--- src/rtl/axil_periph_slave_if.sv ---
// AXI-lite bus bundle between the data-bus demux master port and the peripheral bank.
interface axil_periph_slave_if;
    localparam int unsigned ADDR_W = 32;
    localparam int unsigned DATA_W = 32;
    localparam int unsigned STRB_W = DATA_W / 8;

    logic [ADDR_W-1:0] awaddr;
    logic              awvalid;
    logic              awready;
    logic [DATA_W-1:0] wdata;
    logic [STRB_W-1:0] wstrb;
    logic              wvalid;
    logic              wready;
    logic [1:0]        bresp;
    logic              bvalid;
    logic              bready;
    logic [ADDR_W-1:0] araddr;
    logic              arvalid;
    logic              arready;
    logic [DATA_W-1:0] rdata;
    logic [1:0]        rresp;
    logic              rvalid;
    logic              rready;

    modport slave (
        input  awaddr, awvalid, wdata, wstrb, wvalid, bready, araddr, arvalid, rready,
        output awready, wready, bresp, bvalid, arready, rdata, rresp, rvalid
    );

    modport master (
        output awaddr, awvalid, wdata, wstrb, wvalid, bready, araddr, arvalid, rready,
        input  awready, wready, bresp, bvalid, arready, rdata, rresp, rvalid
    );
endinterface

--- src/rtl/axil_periph_slave.sv ---
// AXI-lite peripheral register bank: scratch, GPIO out/in, 64-bit cycle timer, ID.
module axil_periph_slave #(
    parameter int unsigned GPIO_W     = 8,
    parameter logic [31:0] ID_VALUE   = 32'h5256_0001,
    // Reset value of the timer; zero in normal use.
    parameter logic [63:0] MTIME_INIT = 64'd0
) (
    input  logic              clk,
    input  logic              rstf,
    axil_periph_slave_if.slave s_axi,
    output logic [GPIO_W-1:0] gpio_out,
    input  logic [GPIO_W-1:0] gpio_in
);
    localparam int unsigned OFF_W  = 6;
    localparam int unsigned DATA_W = 32;
    localparam int unsigned STRB_W = 4;
    localparam int unsigned TIME_W = 64;

    localparam logic [OFF_W-1:0] OFF_SCRATCH  = OFF_W'(0);
    localparam logic [OFF_W-1:0] OFF_GPIO_OUT = OFF_W'(1);
    localparam logic [OFF_W-1:0] OFF_GPIO_IN  = OFF_W'(2);
    localparam logic [OFF_W-1:0] OFF_MTIME_LO = OFF_W'(3);
    localparam logic [OFF_W-1:0] OFF_MTIME_HI = OFF_W'(4);
    localparam logic [OFF_W-1:0] OFF_ID       = OFF_W'(5);

    localparam logic [1:0] RESP_OKAY   = 2'b00;
    localparam logic [1:0] RESP_SLVERR = 2'b10;

    // Write-path holding registers and response state
    logic              aw_held;
    logic [OFF_W-1:0]  aw_off_q;
    logic              w_held;
    logic [DATA_W-1:0] w_data_q;
    logic [STRB_W-1:0] w_strb_q;
    logic              bvalid_q;
    logic [1:0]        bresp_q;

    // Read-path response state
    logic              rvalid_q;
    logic [DATA_W-1:0] rdata_q;
    logic [1:0]        rresp_q;

    // Register contents
    logic [DATA_W-1:0] scratch_q;
    logic [GPIO_W-1:0] gpio_q;
    logic [GPIO_W-1:0] gpio_sync1;
    logic [GPIO_W-1:0] gpio_sync2;
    logic [TIME_W-1:0] mtime;
    logic [DATA_W-1:0] hi_snap;

    // Handshake and decode signals
    logic              aw_hs;
    logic              w_hs;
    logic              ar_hs;
    logic              commit;
    logic [OFF_W-1:0]  wr_off;
    logic [DATA_W-1:0] wr_data;
    logic [STRB_W-1:0] wr_strb;
    logic              wr_ok;
    logic [DATA_W-1:0] scratch_nxt;
    logic [GPIO_W-1:0] gpio_nxt;
    logic [OFF_W-1:0]  rd_off;
    logic [DATA_W-1:0] rd_data;
    logic              rd_err;

    // Address bits outside the decoded offset are deliberately ignored
    logic unused_addr_bits;
    assign unused_addr_bits = ^{s_axi.awaddr[31:8], s_axi.awaddr[1:0],
                                s_axi.araddr[31:8], s_axi.araddr[1:0]};

    assign s_axi.awready = !aw_held && !bvalid_q;
    assign s_axi.wready  = !w_held && !bvalid_q;
    assign s_axi.arready = !rvalid_q;
    assign s_axi.bvalid  = bvalid_q;
    assign s_axi.bresp   = bresp_q;
    assign s_axi.rvalid  = rvalid_q;
    assign s_axi.rdata   = rdata_q;
    assign s_axi.rresp   = rresp_q;
    assign gpio_out      = gpio_q;

    assign aw_hs = s_axi.awvalid && s_axi.awready;
    assign w_hs  = s_axi.wvalid && s_axi.wready;
    assign ar_hs = s_axi.arvalid && s_axi.arready;

    // Write decode: merge held and same-cycle AW/W, apply byte strobes
    always_comb begin
        wr_off      = aw_held ? aw_off_q : s_axi.awaddr[7:2];
        wr_data     = w_held ? w_data_q : s_axi.wdata;
        wr_strb     = w_held ? w_strb_q : s_axi.wstrb;
        commit      = (aw_held || aw_hs) && (w_held || w_hs);
        wr_ok       = (wr_off == OFF_SCRATCH) || (wr_off == OFF_GPIO_OUT);
        scratch_nxt = scratch_q;
        gpio_nxt    = gpio_q;
        for (int unsigned b = 0; b < STRB_W; b++) begin
            if (wr_strb[b]) begin
                scratch_nxt[8*b +: 8] = wr_data[8*b +: 8];
            end
        end
        for (int unsigned i = 0; i < GPIO_W; i++) begin
            if (wr_strb[i/8]) begin
                gpio_nxt[i] = wr_data[i];
            end
        end
    end

    // Read decode: register map mux with SLVERR for unmapped offsets
    always_comb begin
        rd_off  = s_axi.araddr[7:2];
        rd_data = '0;
        rd_err  = 1'b0;
        case (rd_off)
            OFF_SCRATCH:  rd_data = scratch_q;
            OFF_GPIO_OUT: rd_data = DATA_W'(gpio_q);
            OFF_GPIO_IN:  rd_data = DATA_W'(gpio_sync2);
            OFF_MTIME_LO: rd_data = mtime[31:0];
            OFF_MTIME_HI: rd_data = hi_snap;
            OFF_ID:       rd_data = ID_VALUE;
            default:      rd_err  = 1'b1;
        endcase
    end

    // Write channel: hold AW/W independently, commit when both present, hold B until bready
    always_ff @(posedge clk or negedge rstf) begin
        if (!rstf) begin
            aw_held  <= 1'b0;
            aw_off_q <= '0;
            w_held   <= 1'b0;
            w_data_q <= '0;
            w_strb_q <= '0;
            bvalid_q <= 1'b0;
            bresp_q  <= RESP_OKAY;
        end else if (commit) begin
            aw_held  <= 1'b0;
            w_held   <= 1'b0;
            bvalid_q <= 1'b1;
            bresp_q  <= wr_ok ? RESP_OKAY : RESP_SLVERR;
        end else begin
            if (aw_hs) begin
                aw_held  <= 1'b1;
                aw_off_q <= s_axi.awaddr[7:2];
            end
            if (w_hs) begin
                w_held   <= 1'b1;
                w_data_q <= s_axi.wdata;
                w_strb_q <= s_axi.wstrb;
            end
            if (bvalid_q && s_axi.bready) begin
                bvalid_q <= 1'b0;
            end
        end
    end

    // RW register update on commit
    always_ff @(posedge clk or negedge rstf) begin
        if (!rstf) begin
            scratch_q <= '0;
            gpio_q    <= '0;
        end else if (commit) begin
            if (wr_off == OFF_SCRATCH) begin
                scratch_q <= scratch_nxt;
            end
            if (wr_off == OFF_GPIO_OUT) begin
                gpio_q <= gpio_nxt;
            end
        end
    end

    // Read channel: register response on AR, snapshot timer high word on MTIME_LO
    always_ff @(posedge clk or negedge rstf) begin
        if (!rstf) begin
            rvalid_q <= 1'b0;
            rdata_q  <= '0;
            rresp_q  <= RESP_OKAY;
            hi_snap  <= '0;
        end else if (ar_hs) begin
            rvalid_q <= 1'b1;
            rdata_q  <= rd_data;
            rresp_q  <= rd_err ? RESP_SLVERR : RESP_OKAY;
            if (rd_off == OFF_MTIME_LO) begin
                hi_snap <= mtime[63:32];
            end
        end else if (rvalid_q && s_axi.rready) begin
            rvalid_q <= 1'b0;
        end
    end

    // Free-running cycle timer
    always_ff @(posedge clk or negedge rstf) begin
        if (!rstf) begin
            mtime <= MTIME_INIT;
        end else begin
            mtime <= mtime + TIME_W'(1);
        end
    end

    // Two-flop synchronizer for asynchronous GPIO inputs
    always_ff @(posedge clk or negedge rstf) begin
        if (!rstf) begin
            gpio_sync1 <= '0;
            gpio_sync2 <= '0;
        end else begin
            gpio_sync1 <= gpio_in;
            gpio_sync2 <= gpio_sync1;
        end
    end
endmodule

--- src/flat_wrapper.sv ---
// flat-port wrapper written by rule: the top's interface ports become plain ports
module axil_periph_slave_flat 
#(
    parameter int unsigned GPIO_W     = 8,
    parameter logic [31:0] ID_VALUE   = 32'h5256_0001,
                                                    
    parameter logic [63:0] MTIME_INIT = 64'd0
)
  (clk, rstf, gpio_out, gpio_in, s_axi_awaddr, s_axi_awvalid, s_axi_wdata, s_axi_wstrb, s_axi_wvalid, s_axi_bready, s_axi_araddr, s_axi_arvalid, s_axi_rready, s_axi_awready, s_axi_wready, s_axi_bresp, s_axi_bvalid, s_axi_arready, s_axi_rdata, s_axi_rresp, s_axi_rvalid);
  axil_periph_slave_if s_axi_i ();
  input  logic clk;
  input  logic rstf;
  output logic [GPIO_W-1:0] gpio_out;
  input  logic [GPIO_W-1:0] gpio_in;
  input wire logic [$bits(s_axi_i.awaddr)-1:0] s_axi_awaddr;
  input wire logic [$bits(s_axi_i.awvalid)-1:0] s_axi_awvalid;
  input wire logic [$bits(s_axi_i.wdata)-1:0] s_axi_wdata;
  input wire logic [$bits(s_axi_i.wstrb)-1:0] s_axi_wstrb;
  input wire logic [$bits(s_axi_i.wvalid)-1:0] s_axi_wvalid;
  input wire logic [$bits(s_axi_i.bready)-1:0] s_axi_bready;
  input wire logic [$bits(s_axi_i.araddr)-1:0] s_axi_araddr;
  input wire logic [$bits(s_axi_i.arvalid)-1:0] s_axi_arvalid;
  input wire logic [$bits(s_axi_i.rready)-1:0] s_axi_rready;
  output wire logic [$bits(s_axi_i.awready)-1:0] s_axi_awready;
  output wire logic [$bits(s_axi_i.wready)-1:0] s_axi_wready;
  output wire logic [$bits(s_axi_i.bresp)-1:0] s_axi_bresp;
  output wire logic [$bits(s_axi_i.bvalid)-1:0] s_axi_bvalid;
  output wire logic [$bits(s_axi_i.arready)-1:0] s_axi_arready;
  output wire logic [$bits(s_axi_i.rdata)-1:0] s_axi_rdata;
  output wire logic [$bits(s_axi_i.rresp)-1:0] s_axi_rresp;
  output wire logic [$bits(s_axi_i.rvalid)-1:0] s_axi_rvalid;
  assign s_axi_i.awaddr = s_axi_awaddr;
  assign s_axi_i.awvalid = s_axi_awvalid;
  assign s_axi_i.wdata = s_axi_wdata;
  assign s_axi_i.wstrb = s_axi_wstrb;
  assign s_axi_i.wvalid = s_axi_wvalid;
  assign s_axi_i.bready = s_axi_bready;
  assign s_axi_i.araddr = s_axi_araddr;
  assign s_axi_i.arvalid = s_axi_arvalid;
  assign s_axi_i.rready = s_axi_rready;
  assign s_axi_awready = s_axi_i.awready;
  assign s_axi_wready = s_axi_i.wready;
  assign s_axi_bresp = s_axi_i.bresp;
  assign s_axi_bvalid = s_axi_i.bvalid;
  assign s_axi_arready = s_axi_i.arready;
  assign s_axi_rdata = s_axi_i.rdata;
  assign s_axi_rresp = s_axi_i.rresp;
  assign s_axi_rvalid = s_axi_i.rvalid;
  axil_periph_slave #(.GPIO_W(GPIO_W), .ID_VALUE(ID_VALUE), .MTIME_INIT(MTIME_INIT)) u_core (.clk(clk), .rstf(rstf), .s_axi(s_axi_i), .gpio_out(gpio_out), .gpio_in(gpio_in));
endmodule
--- config.mk ---
export PLATFORM = sky130hd
export DESIGN_NAME = axil_periph_slave_flat
export DESIGN_NICKNAME = d
export VERILOG_FILES = /design/src/rtl/axil_periph_slave_if.sv /design/src/rtl/axil_periph_slave.sv /design/src/flat_wrapper.sv
export SDC_FILE = /design/constraint.sdc
export NUM_CORES = 1
export LEC_CHECK = 0
export ABC_AREA = 1
export BUFFER_PORTS_ARGS = -buffer_cell sky130_fd_sc_hd__buf_2
export CAP_MARGIN = 20
export CORE_ASPECT_RATIO = 1.75
export CORE_MARGIN = 2
export CORE_UTILIZATION = 40
export DETAILED_ROUTE_END_ITERATION = 6
export PLACE_DENSITY = 0.58
export SYNTH_ARGS = -nofsm -noshare
export SYNTH_HDL_FRONTEND = slang
export SYNTH_SLANG_ARGS = --single-unit
--- constraint.sdc ---
create_clock -name clk -period 1.7 [get_ports clk]
set_input_delay 0.17 -clock clk [delete_from_list [all_inputs] [get_ports clk]]
set_output_delay 0.17 -clock clk [all_outputs]
set_load 0.01 [all_outputs]
---- Yosys cells after proc, flatten, opt, wreduce, memory -nomap -nowiden ----
Index checks and enable logic that the tools add are counted.
operators by class
  $add $sub $neg .......................... 1
  equality and inequality tests ........... 6
  multiplexer cells ....................... 14
  bitwise operators ....................... 1
  reduce and logical (&&, ||, !) cells .... 30
operator list
  kind                     count
  $pmux W32 S6             1
  $add A64 B1 Y64 const B  1
  $mux W32                 1
  $reduce_and A3 Y1        5
  $eq A6 B1 Y1 const B     2
  $eq A6 B2 Y1 const B     2
  $eq A6 B3 Y1 const B     2
  $logic_not A6 Y1         2
  $logic_and A1 B1 Y1      8
  $mux W1                  8
  $reduce_bool A2 Y1       4
  $mux W6                  1
  $reduce_and A2 Y1        3
  $reduce_or A6 Y1         1
  $logic_not A1 Y1         4
  $mux W2                  2
  $mux W4                  1
  $logic_or A1 B1 Y1       3
  $not A1 Y1               1
word-level totals
  bits in registers ....................... 234
  bits of input ports ..................... 115
  output and inout bits ................... 49
  word-level logic and storage cells ...... 71

---- Logic depth before layout (Yosys ltp) ----
  depth after elaboration ................. 7
  gate-level depth with buffers ........... 9
  depth with buffers taken out ............ 9

---- Least setup slack after synthesis ----
Ideal clock, no wire load.
  path type ............................... reg2reg
  from .................................... register u_core.mtime[1]
  to ...................................... register u_core.mtime[58]
  library setup time ...................... 123 ps
  arrival time ............................ 1406 ps
  data required time ...................... 1577 ps
  slack ................................... 171 ps
  stages on the path, launching flop included .. 9
  buffers on the path ..................... 0
  period minus slack after synthesis ...... 1529 ps
  path through ............................ dfrtp_1 > ha_1 > nand3_1 > inv_2 > nand2_2 > nor2_4 > nand2_1 > o21ai_0 > nand2_1
between the ends
  word-level cells in the longest chain between the ends .. 1
ends and longest elaborated chain
  element                 RTL line                  text
  start, declared         axil_periph_slave.sv:48   logic [TIME_W-1:0] mtime;
  start signal, assigned  axil_periph_slave.sv:192  mtime <= mtime + TIME_W'(1);
  $add A64 B1 Y64         axil_periph_slave.sv:192
Every way passes these cells.
A chain may end at the register's enable or synchronous reset.

---- Worst setup path in the final report ----
  from .................................... register u_core.mtime[44]
  to ...................................... register u_core.mtime[63]
The elaborated chain is that of the path after synthesis.

==> metrics.md <==
| Metric | Value |
|---|---|
| Layout cells sized above 1 | 18.09% |
| Max Fclk | 0.6162 GHz |
| CP arrival | 2.04 ns |
| # nets final | 1790 |
| Final wirelength | 32.99 mm |
| Fin crit period | 1.623 ns |
| Number of synthesized register bits | 232 |
| Setup WS post-layout | 0.07711 ns |
| Max FO, Critical Path | 4 |
| Total core area | 27870 µm² |
| Worst-margin pin slew | 0.5737 ns |
| Rows | 81 |
| Clk sink count | 232 |
| Vias in the first global route | 10040 |
| Clock transition at path regs | 0.07 ns |
| GP Congestion | 0.9405 |
| CTS root buf | clkbuf_16 |
| Fill cells | 2722 |
| Antenna diode instance count | 0 |
| Syn_area_per_cell | 7.745 µm² |
| CP peak stage delay | 0.45 ns |
| Instance count of the mapped netlist | 1455 |
| Critical path data required time | 2.12 ns |
| Min-Delay Path Class | in -> reg |
| Initial antenna violation count | 0 |
| Post-DRT Antenna Nets | 0 |
| PwrDens | 1078 nW/µm² |
| CTS buffer count | 24 |
| Vias | 10190 |
| Status | finished clean |
| PortBufs | 109 |
| Final setup vio count | 0 |
| Critical path launch point type | flop |
| Area delta synth->final | 26.62% |
| M2 GR Usage | 40.44% |
| Horiz. Die Dim | 130.9 µm |
| Worst path top cell family by delay | simple AND/OR/NAND/NOR gates |
| Worst Path Buf+Inv | 0 |
| Static leakage | 6.845 nW |
| GRT Util Overall | 23.05% |
| Worst path slowest cell | dfrtp_1 |
| TritonCTS clock tree | done |
| Pin count of the biggest net entering global routing | 73 |
| Critical path type | reg -> reg |
| Min Hold Slack | 0.04956 ns |
| Yosys cell types | 27 |
| First-pass GRT wire length | 52.81 mm |
| Fin crit share | 95.46% |
| Post-synthesis sequential area ratio | 51.52% |
| Via density | 4.935 |
| Critical-path cell list | nand2_1 -> nor2_1 -> nand2_1 -> nor2_1 -> nand2_1 -> o21ai_0 -> nand2_1 |
| Clk Latency, worst-skew pair | 0.53 ns |
| Drt wl/cell | 15.98 µm |
| Mapped Area | 11270 µm² |
| Initial Utilization | 40.43% |
| Congestion Overflow GR | 0 |
| Worst slew margin | 61.61% |
| Setup TNS | 0 ns |
| DIE AREA | 29580 µm² |
| Drt drc | 0 |
| Met1 usage | 27.30% |
| Worst Clk Skew | 0.01114 ns |
| Final hold vios | 0 |
| Critical Path Most Common Cell | nand2_1 |
| Die height | 226.0 µm |
| RSZ-0062 raised after global routing | yes |
| Max Cap Viol | 0 |
| Num ports | 164 |
| # H-tree levels | 1 |
| DP HPWL | 25.32 mm |
| Crit. End Element | flop |
| Pre-CTS WS | 0.03098 ns |
| Most Crowded Layer GR | met2 |
| Met3 Usage GRT | 2.701% |
| Peak supply drop | 0.9696 mV |
| Drt pass-1 iters | 5 |
| Max Slew Vio Count | 0 |
| Iter 0 DRT Violations | 591 |
| Synth warn | 0 |
| Maximum buffer depth of the clock tree | 3 |
-- cell usage after synthesis --
cell type / number / share of area (%)
nand2_1: 564 / 19
dfrtp_1: 232 / 52
nor2_1: 141 / 4.7
o21ai_0: 93 / 4.1
inv_1: 91 / 3.0
nand3_1: 86 / 3.8
nand4_1: 72 / 4.0
o21ai_1: 40 / 1.8
clkbuf_1: 24 / 0.80
xnor2_1: 21 / 1.6
buf_2: 18 / 0.80
nor2_2: 13 / 0.72
xor2_1: 10 / 0.78
buf_4: 9 / 0.60
nand2_2: 8 / 0.44
nor2_4: 7 / 0.70
o21bai_1: 7 / 0.47
a21oi_1: 4 / 0.18
o21ai_2: 4 / 0.31
inv_2: 3 / 0.10
nand3_2: 2 / 0.18
a21oi_4: 1 / 0.14
conb_1: 1 / 0.033
ha_1: 1 / 0.11
mux2i_1: 1 / 0.089
o21bai_2: 1 / 0.10
or2_1: 1 / 0.056
-- tightest hold or removal path: stages --
cell	delay (ns)
buf_2	0.11
inv_1	0.06
o21bai_2	0.08
inv_1	0.07
nor2_1	0.04
-- cell usage in the layout (no fill, tap or decap), types with 7 or more instances in the layout --
master         synthesis  final
nand2_1              564    557
dfrtp_1              232    223
nor2_1               141    124
buf_2                 18    108
inv_1                 91     91
o21ai_0               93     90
nand3_1               86     85
nand4_1               72     72
buf_4                  9     69
dlygate4sd3_1          0     54
o21ai_1               40     42
nor2_2                13     29
clkbuf_16              0     25
xnor2_1               21     21
nand2_2                8     15
buf_12                 0     11
xor2_1                10     10
dfrtp_2                0      9
nor2_4                 7      8
o21bai_1               7      7
clkinv_2               0      7
-- metal layers --
metal	vias up	routed length [µm]
met2	248	16970
li1	5116	-
met1	4741	12870
met4	0	1875
met5	-	0
met3	85	1278
-- stage by stage --
stage / power (W) / cells / utilization [%] / instance area (µm²)
2_1_floorplan: 0.008692 / 1456 / - / 11270
3_3_place_gp: 0.009638 / 1966 / 45.87 / 12780
3_5_place_dp: 0.009715 / 1966 / 45.87 / 12780
4_1_cts: 0.01555 / 2064 / 50.88 / 14180
5_1_grt: 0.01625 / 2065 / 51.19 / 14270
6_report: 0.01538 / 2065 / 51.19 / 14270
-- cells by family after synthesis --
group	count (synthesis)	synth area share, %
buf+inv	145	5.330
mux	1	0.08883
simple gates	894	33.40
fa+ha+maj	1	0.1110
other cells	1	0.03328
xor+xnor	31	2.410
flops	232	51.52
compound gates	150	7.106
-- worst paths after layout --
check	from	endpoint	slack, ns	cells past startpoint
max reg2reg	u_core.mtime[44]	u_core.mtime[63]	0.08	7
max in group asynchronous	rstf	u_core.scratch_q[7]	0.86	3
min	s_axi_wvalid	u_core.w_held	0.05	5
min reg2reg	u_core.gpio_sync1[3]	u_core.gpio_sync2[3]	0.35	0
max	u_core.mtime[44]	u_core.mtime[63]	0.08	7
min in group asynchronous	rstf	u_core.gpio_sync2[4]	0.13	2
-- cell type report --
cell class	count	area [µm²]	area share, %
clock inverters	14	180.2	1.263
clock buffers	30	674.4	4.727
inverters	94	352.8	2.473
flip-flops and latches	232	5817	40.77
repair buffers	243	1834	12.86
well taps	373	466.7	3.271
multi-input cells	1079	4942	34.64
-- state kept, by name (all words and copies together), names as in the netlist, 4 cells and up --
signal,cells
u_core.aw_off_q,6
u_core.gpio_sync2,8
u_core.scratch_q,32
u_core.hi_snap,32
u_core.w_data_q,32
u_core.gpio_sync1,8
u_core.s_axi.rdata,32
u_core.w_strb_q,4
u_core.gpio_out,8
u_core.mtime,64
-- where the power goes --
group	total [W]	switching [W]	internal, W
Combinational	0.00282	0.00175	0.00107
Clock	0.00568	0.00225	0.00343
Sequential	0.00688	0.000517	0.00636
Total	0.0154	0.00452	0.0109
-- timing repair --
item                       CTS  global route
hold buffers                54             0
resized for setup            0            37
buffers inserted             0             1
hold endpoints to repair   287             0
setup endpoints to repair    0            33
Note: power is estimated with default switching activity, not from simulation.
